### config.mk
export PLATFORM = sky130hd
export DESIGN_NAME = sia_rxq
export DESIGN_NICKNAME = d
export VERILOG_FILES = /design/src/rtl/sia_pkg.sv /design/src/rtl/sia_fifo.sv /design/src/rtl/sia_rxq.sv
export SDC_FILE = /design/constraint.sdc
export NUM_CORES = 1
export LEC_CHECK = 0
export BUFFER_PORTS_ARGS = -buffer_cell sky130_fd_sc_hd__buf_2
export CAP_MARGIN = 15
export CORE_MARGIN = 10
export CORE_UTILIZATION = 63
export DETAILED_ROUTE_END_ITERATION = 10
export PLACE_DENSITY = 0.88
export SLEW_MARGIN = 20
export SYNTH_ARGS = -nofsm -noshare
export SYNTH_HDL_FRONTEND = slang
export SYNTH_SLANG_ARGS = --single-unit
### constraint.sdc
create_clock -name clk_i -period 10.5 [get_ports clk_i]
set_clock_uncertainty 0.15 [all_clocks]
set_input_delay 3.15 -clock clk_i [delete_from_list [all_inputs] [get_ports clk_i]]
set_output_delay 3.15 -clock clk_i [all_outputs]
set_load 0.05 [all_outputs]
### src/rtl/sia_pkg.sv
// Shared definitions for the SIA serial blocks: receive engine state encoding
// and the bit-index width helper.
package sia_pkg;

  typedef enum logic [1:0] {
    ST_IDLE  = 2'd0,
    ST_START = 2'd1,
    ST_DATA  = 2'd2
  } rx_state_t;

  function automatic int idx_width(input int shift_reg_width);
    return (shift_reg_width < 2) ? 1 : $clog2(shift_reg_width);
  endfunction

endpackage

### src/rtl/sia_fifo.sv
// Synchronous first-word-fall-through FIFO with a sticky overrun flag.
// The read port shows all-ones while the FIFO is empty.
module sia_fifo #(
  parameter int WIDTH      = 12,
  parameter int DEPTH_BITS = 2
) (
  input  logic             clk,
  input  logic             rst_n,
  input  logic             push,
  input  logic             pop,
  input  logic             clr,
  input  logic [WIDTH-1:0] wdata,
  output logic [WIDTH-1:0] rdata,
  output logic             empty,
  output logic             full,
  output logic             overrun
);

  localparam int DEPTH = 1 << DEPTH_BITS;
  localparam logic [DEPTH_BITS:0] PTR_ONE = {{DEPTH_BITS{1'b0}}, 1'b1};

  logic [WIDTH-1:0]  mem [DEPTH];
  logic [DEPTH_BITS:0] wr_ptr;
  logic [DEPTH_BITS:0] rd_ptr;
  logic do_pop;
  logic do_push;
  logic drop;

  // A pop frees the slot a simultaneous push needs, so full+pop+push is no overrun.
  assign empty   = (wr_ptr == rd_ptr);
  assign full    = (wr_ptr[DEPTH_BITS] != rd_ptr[DEPTH_BITS]) &&
                   (wr_ptr[DEPTH_BITS-1:0] == rd_ptr[DEPTH_BITS-1:0]);
  assign do_pop  = pop & ~empty;
  assign do_push = push & (~full | do_pop);
  assign drop    = push & full & ~do_pop;
  assign rdata   = empty ? {WIDTH{1'b1}} : mem[rd_ptr[DEPTH_BITS-1:0]];

  always_ff @(posedge clk) begin
    if (!rst_n) begin
      wr_ptr  <= {(DEPTH_BITS+1){1'b0}};
      rd_ptr  <= {(DEPTH_BITS+1){1'b0}};
      overrun <= 1'b0;
    end else begin
      if (do_push) wr_ptr <= wr_ptr + PTR_ONE;
      if (do_pop)  rd_ptr <= rd_ptr + PTR_ONE;
      // A new overrun takes priority over a clear in the same cycle.
      if (drop)     overrun <= 1'b1;
      else if (clr) overrun <= 1'b0;
    end
  end

  always_ff @(posedge clk) begin
    if (do_push) mem[wr_ptr[DEPTH_BITS-1:0]] <= wdata;
  end

endmodule

### src/rtl/sia_rxq.sv
// SIA serial receive queue: synchronizes rxd, samples each bit mid-period,
// assembles LSB-first frames and queues them in a FWFT FIFO.
module sia_rxq #(
  parameter int SHIFT_REG_WIDTH = 12,
  parameter int BAUD_RATE_WIDTH = 32,
  parameter int DEPTH_BITS      = 2
) (
  input  logic                       clk_i,
  input  logic                       reset_i,
  input  logic                       rxd_i,
  input  logic [4:0]                 bits_i,
  input  logic [BAUD_RATE_WIDTH-1:0] baud_i,
  output logic [SHIFT_REG_WIDTH-1:0] dat_o,
  input  logic                       re_i,
  input  logic                       clr_i,
  output logic                       rxc_o,
  output logic                       empty_o,
  output logic                       full_o,
  output logic                       idle_o,
  output logic                       overrun_o
);

  import sia_pkg::*;

  localparam int IW = idx_width(SHIFT_REG_WIDTH);

  logic                       sync1;
  logic                       rxs;
  logic                       rxs_prev;
  logic                       fall;
  rx_state_t                  state;
  rx_state_t                  state_next;
  logic [BAUD_RATE_WIDTH-1:0] cnt;
  logic [BAUD_RATE_WIDTH-1:0] cnt_next;
  logic [IW-1:0]              idx;
  logic [IW-1:0]              idx_next;
  logic [IW-1:0]              last_idx;
  logic [SHIFT_REG_WIDTH-1:0] sr;
  logic [SHIFT_REG_WIDTH-1:0] sr_next;
  logic [4:0]                 bits_eff;
  logic                       push;
  logic                       rxc;
  logic                       rxc_next;

  always_ff @(posedge clk_i) begin
    if (!reset_i) begin
      sync1    <= 1'b1;
      rxs      <= 1'b1;
      rxs_prev <= 1'b1;
    end else begin
      sync1    <= rxd_i;
      rxs      <= sync1;
      rxs_prev <= rxs;
    end
  end

  always_comb begin
    bits_eff = bits_i;
    if (bits_i > 5'(SHIFT_REG_WIDTH)) begin
      bits_eff = 5'(SHIFT_REG_WIDTH);
    end else if (bits_i < 5'd2) begin
      bits_eff = 5'd2;
    end else begin
      bits_eff = bits_i;
    end
  end

  assign fall     = rxs_prev & ~rxs;
  assign last_idx = IW'(bits_eff - 5'd1);

  always_comb begin
    state_next = state;
    cnt_next   = cnt;
    idx_next   = idx;
    sr_next    = sr;
    push       = 1'b0;
    rxc_next   = 1'b0;
    case (state)
      ST_IDLE: begin
        if (fall) begin
          cnt_next   = baud_i >> 1;
          idx_next   = {IW{1'b0}};
          sr_next    = {SHIFT_REG_WIDTH{1'b1}};
          state_next = ST_START;
        end else begin
          state_next = ST_IDLE;
        end
      end
      ST_START: begin
        if (cnt != {BAUD_RATE_WIDTH{1'b0}}) begin
          cnt_next = cnt - BAUD_RATE_WIDTH'(1);
        end else if (rxs) begin
          // Line went back high before mid start bit: glitch, not a frame.
          state_next = ST_IDLE;
        end else begin
          sr_next[0] = 1'b0;
          rxc_next   = 1'b1;
          idx_next   = IW'(1);
          cnt_next   = baud_i;
          state_next = ST_DATA;
        end
      end
      ST_DATA: begin
        if (cnt != {BAUD_RATE_WIDTH{1'b0}}) begin
          cnt_next = cnt - BAUD_RATE_WIDTH'(1);
        end else begin
          if (int'(idx) < SHIFT_REG_WIDTH) begin
            sr_next[idx] = rxs;
          end else begin
            sr_next = sr;
          end
          rxc_next = 1'b1;
          cnt_next = baud_i;
          // >= rather than == so a mid-frame bits_i change still ends the frame.
          if (idx >= last_idx) begin
            push       = 1'b1;
            state_next = ST_IDLE;
          end else begin
            idx_next = idx + IW'(1);
          end
        end
      end
      default: begin
        state_next = ST_IDLE;
      end
    endcase
  end

  always_ff @(posedge clk_i) begin
    if (!reset_i) begin
      state <= ST_IDLE;
      cnt   <= {BAUD_RATE_WIDTH{1'b0}};
      idx   <= {IW{1'b0}};
      sr    <= {SHIFT_REG_WIDTH{1'b1}};
      rxc   <= 1'b0;
    end else begin
      state <= state_next;
      cnt   <= cnt_next;
      idx   <= idx_next;
      sr    <= sr_next;
      rxc   <= rxc_next;
    end
  end

  assign rxc_o  = rxc;
  assign idle_o = (state == ST_IDLE);

  sia_fifo #(
    .WIDTH      (SHIFT_REG_WIDTH),
    .DEPTH_BITS (DEPTH_BITS)
  ) u_fifo (
    .clk     (clk_i),
    .rst_n   (reset_i),
    .push    (push),
    .pop     (re_i),
    .clr     (clr_i),
    .wdata   (sr_next),
    .rdata   (dat_o),
    .empty   (empty_o),
    .full    (full_o),
    .overrun (overrun_o)
  );

endmodule
### Yosys cells after proc, flatten, opt, wreduce, memory -nomap -nowiden

Memory sizes are Yosys's and may differ from the RTL's. A register that Yosys moved wholly into a read port is not among the register bits.
Index checks and enable logic that the tools add are counted.

| word-level totals | value |
|---|---|
| flip-flop bits (word level) | 61 |
| RAM bits | 48 |
| input bits | 42 |
| output and inout port bits | 17 |
| memories | 1 |

Memory list:

| memory | depth | bits a word | rd ports | clocked after Yosys merged registers in | write ports | line | source |
|---|---|---|---|---|---|---|---|
| u_fifo.mem | 4 | 12 | 1 | 1 | 1 | sia_fifo.sv:22 | `logic [WIDTH-1:0] mem [DEPTH];` |

| operators by class | value |
|---|---|
| $add $sub $neg | 5 |
| magnitude comparators | 6 |
| eq/ne operators | 12 |
| multiplexer cells | 43 |
| bitwise gates (word level) | 10 |
| reductions and logical operators | 9 |

Operator list:

| kind | count |
|---|---|
| two-way mux 32 bit | 4 |
| one-hot mux 32 bit (3 select lines) | 1 |
| two-way mux 12 bit | 4 |
| nonzero test 32 bit | 1 |
| subtractor 32 x 1 -> 32 bit (second input constant) | 1 |
| two-way mux 4 bit | 7 |
| one-hot mux 11 bit (2 select lines) | 1 |
| two-way mux 1 bit | 14 |
| bitwise mux 12 bit | 1 |
| two-way mux 2 bit | 6 |
| one-hot mux 4 bit (3 select lines) | 1 |
| inequality test 2 bit (second input constant) | 5 |
| adder 3 x 1 -> 3 bit (second input constant) | 2 |
| one-hot mux 2 bit (3 select lines) | 1 |
| AND reduction 3 bit | 2 |
| AND reduction 6 bit | 1 |
| bitwise AND 1 bit | 5 |
| > comparator 5 x 4 -> 1 bit (second input constant) | 1 |
| less-than comparator 4 x 5 -> 1 bit (second input constant) | 1 |
| less-than comparator 5 x 2 -> 1 bit (second input constant) | 1 |
| adder 4 x 1 -> 4 bit (second input constant) | 1 |
| demux 1 bit (select 4 bit) | 1 |
| greater-or-equal comparator 4 x 1 -> 1 bit (second input constant) | 1 |
| greater-or-equal comparator 4 bit | 1 |
| other kinds (17) | 21 |

### Depth between registers and ports, before layout

| depth | value |
|---|---|
| word-level depth | 11 |
| depth in mapped cells | 10 |

### Cells and area by module

Synthesis repeated with hierarchy kept, for this count alone.

| unflattened totals | value |
|---|---|
| cell total of the unflattened synthesis | 669 |
| area, all modules | 6165.9 sq um |

By module, submodules not included:

| module | instances | cells each | area an instance (sq um) |
|---|---|---|---|
| sia_rxq | 1 | 544 | 3876.2 |
| sia_fifo | 1 | 125 | 2289.7 |

### Worst setup path after synthesis

OpenSTA, ideal clock, no wires.

| path | value |
|---|---|
| kind | in2reg |
| start point | in bits_i[3] |
| end point | mem u_fifo.mem[3][0] (enable) |
| setup time | 380 ps |
| arrival | 5390 ps |
| required time | 9970 ps |
| path slack | 4580 ps |
| stages on the path | 8 |
| path through | or3_1 -> nand4b_1 -> ha_1 -> ha_1 -> a21o_1 -> a211oi_1 -> or4_4 -> nor2_1 |

| between the ends | value |
|---|---|
| cells in the longest elaborated chain, start to end | 11 |
| elaborated cells between the ends (all ways) | 12 |
| those cells by class | 1 x add/sub; 3 x order compare; 7 x mux; 1 x bitwise |

Ends and longest elaborated chain:

| element | line | source |
|---|---|---|
| from (decl) | sia_rxq.sv:11 | `input logic [4:0] bits_i,` |
| less-than comparator 5 x 2 -> 1 bit | sia_rxq.sv:61 | `end else if (bits_i < 5'd2) begin` |
| two-way mux 4 bit | sia_rxq.sv:61 |  |
| two-way mux 4 bit (*) | sia_rxq.sv:59 | `if (bits_i > 5'(SHIFT_REG_WIDTH)) begin` |
| subtractor 4 x 1 -> 4 bit (*) | sia_rxq.sv:69 | `assign last_idx = IW'(bits_eff - 5'd1);` |
| greater-or-equal comparator 4 bit (*) | sia_rxq.sv:115 | `if (idx >= last_idx) begin` |
| two-way mux 1 bit (*) | sia_rxq.sv:115 |  |
| two-way mux 1 bit (*) | sia_rxq.sv:104 | `if (cnt != {BAUD_RATE_WIDTH{1'b0}}) begin` |
| two-way mux 1 bit (*) | sia_rxq.sv:78 | `case (state)` |
| bitwise AND 1 bit (*) | sia_fifo.sv:34 | `assign do_push = push & (~full \| do_pop);` |
| two-way mux 1 bit (*) | sia_fifo.sv:53 | `if (do_push) mem[wr_ptr[DEPTH_BITS-1:0]] <= wdata;` |
| two-way mux 1 bit (not written as such) (*) | sia_fifo.sv:53 |  |
| to (decl) | sia_fifo.sv:22 |  |

Mark *: on every way between the ends. The rest lies on a longest branch, timed or not.

### Final worst setup path

| path | value |
|---|---|
| start point | in bits_i[3] |
| end point | mem u_fifo.mem[3][6] (enable) |

The elaborated chain is that of the path after synthesis.

==> impl_metrics.ini <==
[outcome]
outcome = finished clean

[clocking]
cts_tree = yes
postCtsHoldBufs = 0
root_buffer = clkbuf_8
clk_path_buf_depth = 2
cts_htree_levels = 3
postCtsSetupBuffers = 0
post_cts_resized = 0
clk_pin_slew_worst_paths_ns = 0.11
cts_buffers = 9
cts_sinks = 111
clk_latency_ns = 0.39

[detailed_routing]
firstDrtPassIters = 5
wire_per_inst_um = 18.00
wl_um = 14760
ant_nets = 0
vias = 5271
drtIter0Drc = 598
via_per_inst = 6.428
drc = 0

[floorplan]
core-area_sq_um = 9729
placementRows = 36
fp.dieH_um = 119.5
ios = 59
die_area_sq_um = 14280
die_w_um = 119.5
start_util_pct = 64.08

[pwr]
power_leakage_nw = 2.229
p_per_area_nw_per_um2 = 130.8
irDropWorstVdd_uv = 91.89
finalPower_mw = 0.8889

[timing]
clock.fmax_ghz = 0.1670
hold_ws_ns = 0.2725
max_slew.worst_pin.slew_ns = 0.9602
hold_viol = 0
setup_ws_ns = 4.513
post-route-period-util_pct = 57.02
rsz0062_at_grt = no
min_period_ns = 5.987
maxSlewHeadroom_pct = 35.75
drv_slew = 0
finalSetupViolations = 0
setup_tns_ns = 0

[critical_path]
slowest_stage = nor2_1
cp_data_required_time_ns = 10.37
endpoint_kind = register
cpPeakStageDelay_ns = 0.74
startpoint_type = input pin
crit_top_cell = ha_1
crit_path_cell_trace = buf_2, or3_1, nand4b_1, ha_1, ha_1, a21o_1, a211oi_1, or4_4, nor2_1
crit_fanout = 12
crit_type = input pin to register
crit_arrival_ns = 5.86

[synth]
async_flop_share_pct = 0
synth_area_leader_cell = edfxtp_1
syn_nets = 710
ys_types = 68
avgSynthCellArea_sq_um = 9.607
yosysMostFrequentCell = o21ai_0
ys.flop_type = dfxtp_1
synth-warning-count = 0
yosysSeqAreaShare_pct = 43.35
synthesis.instances = 649
netlist_area_sq_um = 6235
synth_top_area_share_pct = 23.12
ys_ff_latch = 111
yosys-top-cells-area = edfxtp_1 (23%), dfxtp_1 (20%), o21ai_0 (5.7%)
synth-edff-count = 48
synth_commonest_cells = o21ai_0 (71), dfxtp_1 (63), edfxtp_1 (48), nand2_1 (47), nand3_1 (40)

[final_layout]
n_antenna_cell = 0
drive_gt1_share_pct = 18.78
fin_nets = 743
area_delta_synth_final_pct = 8.991
post-route-util_pct = 69.84

[grt]
first_global_vias = 5078
overflow = 0
grt_pass1_wl_um = 24980
grt_max_degree = 70
track_usage_pct = 20.63
antenna_found_initial = 0

[min_path]
hold_path.class = register to register

[place]
place_congestion = 0.8938
hpwlAfterDp_um = 10280
numPortBuffers = 58
dp_slack_ns = 4.146

[job]
drv_cap = 0
[cell type report]
type / instances / area, sq um
clock buffer: 9 / 123.9
clock inverter: 7 / 90.09
fill: 725 / 2934
inverter: 15 / 56.30
multi-input combinational: 483 / 3336
sequential: 111 / 2703
tap: 133 / 166.4
timing repair buffer: 62 / 320.3
[registers in the layout (all words and copies together) (netlist names), 2 cells and up, named ones only]
signal / cells
cnt: 32
idx: 4
sr: 12
state: 2
u_fifo.mem: 48
u_fifo.rd_ptr: 3
u_fifo.wr_ptr: 3
[per-layer routing]
layer  vias up  GRT usage [%]  part of all wire [%]
li1       2488              -                     -
met1      2500          27.59                    43
met2       261          33.15                    47
met3        22          4.960                   8.8
met4         0          4.676                   1.3
met5         -              0                     0
[final timing paths]
path | startpoint | cells after the start | endpoint | slack [ns]
setup / recovery | bits_i[3] | 9 | u_fifo.mem[3][6] | 4.51
hold / removal | sync1 | 1 | rxs | 0.27
setup reg to reg | cnt[0] | 7 | u_fifo.mem[3][6] | 6.93
hold reg to reg | sync1 | 1 | rxs | 0.27
[critical path: cells and delay by family]
family          cells  cell delay [ns]
compound gates      2             0.29
fa+ha+maj           2             0.52
buf+inv             1             0.12
simple gates        4             1.78
[stage by stage]
step	area [sq um]	cells
after CTS	6780	820
after global routing	6795	820
after detailed placement	6566	804
after global placement	6566	804
final	6795	820
after floorplan	6235	649
[power breakdown]
group,internal [mW],switching (mW)
clock network,0.117,0.159
registers,0.455,0.0145
logic,0.0578,0.0853
[cell families (layout without fill, tap and decap cells)]
group           Yosys count  after routing  share of synthesized area (%)
buf+inv                  55             93                          3.432
fa+ha+maj                19             19                          3.813
simple gates            237            237                          21.39
xor+xnor                 25             25                          3.512
compound gates          177            177                          18.04
mux                      25             25                          6.462
flops                   111            111                          43.35
[cells in the final DEF, fill, tap and decap left out, types with 10 or more instances in the layout]
cell type and count:
o21ai_0 71, dfxtp_1 63, buf_2 58, edfxtp_1 48, nand2_1 47, nand3_1 40, nor2_1 39, nand2b_1 27
o211ai_1 23, a21oi_1 18, ha_1 18, a31oi_1 17, inv_1 15, or2_2 14, xor2_1 14, a21o_1 12
mux4_2 12, xnor2_1 11, mux2i_1 11, or3_1 10
(Power assumes the default switching activity.)
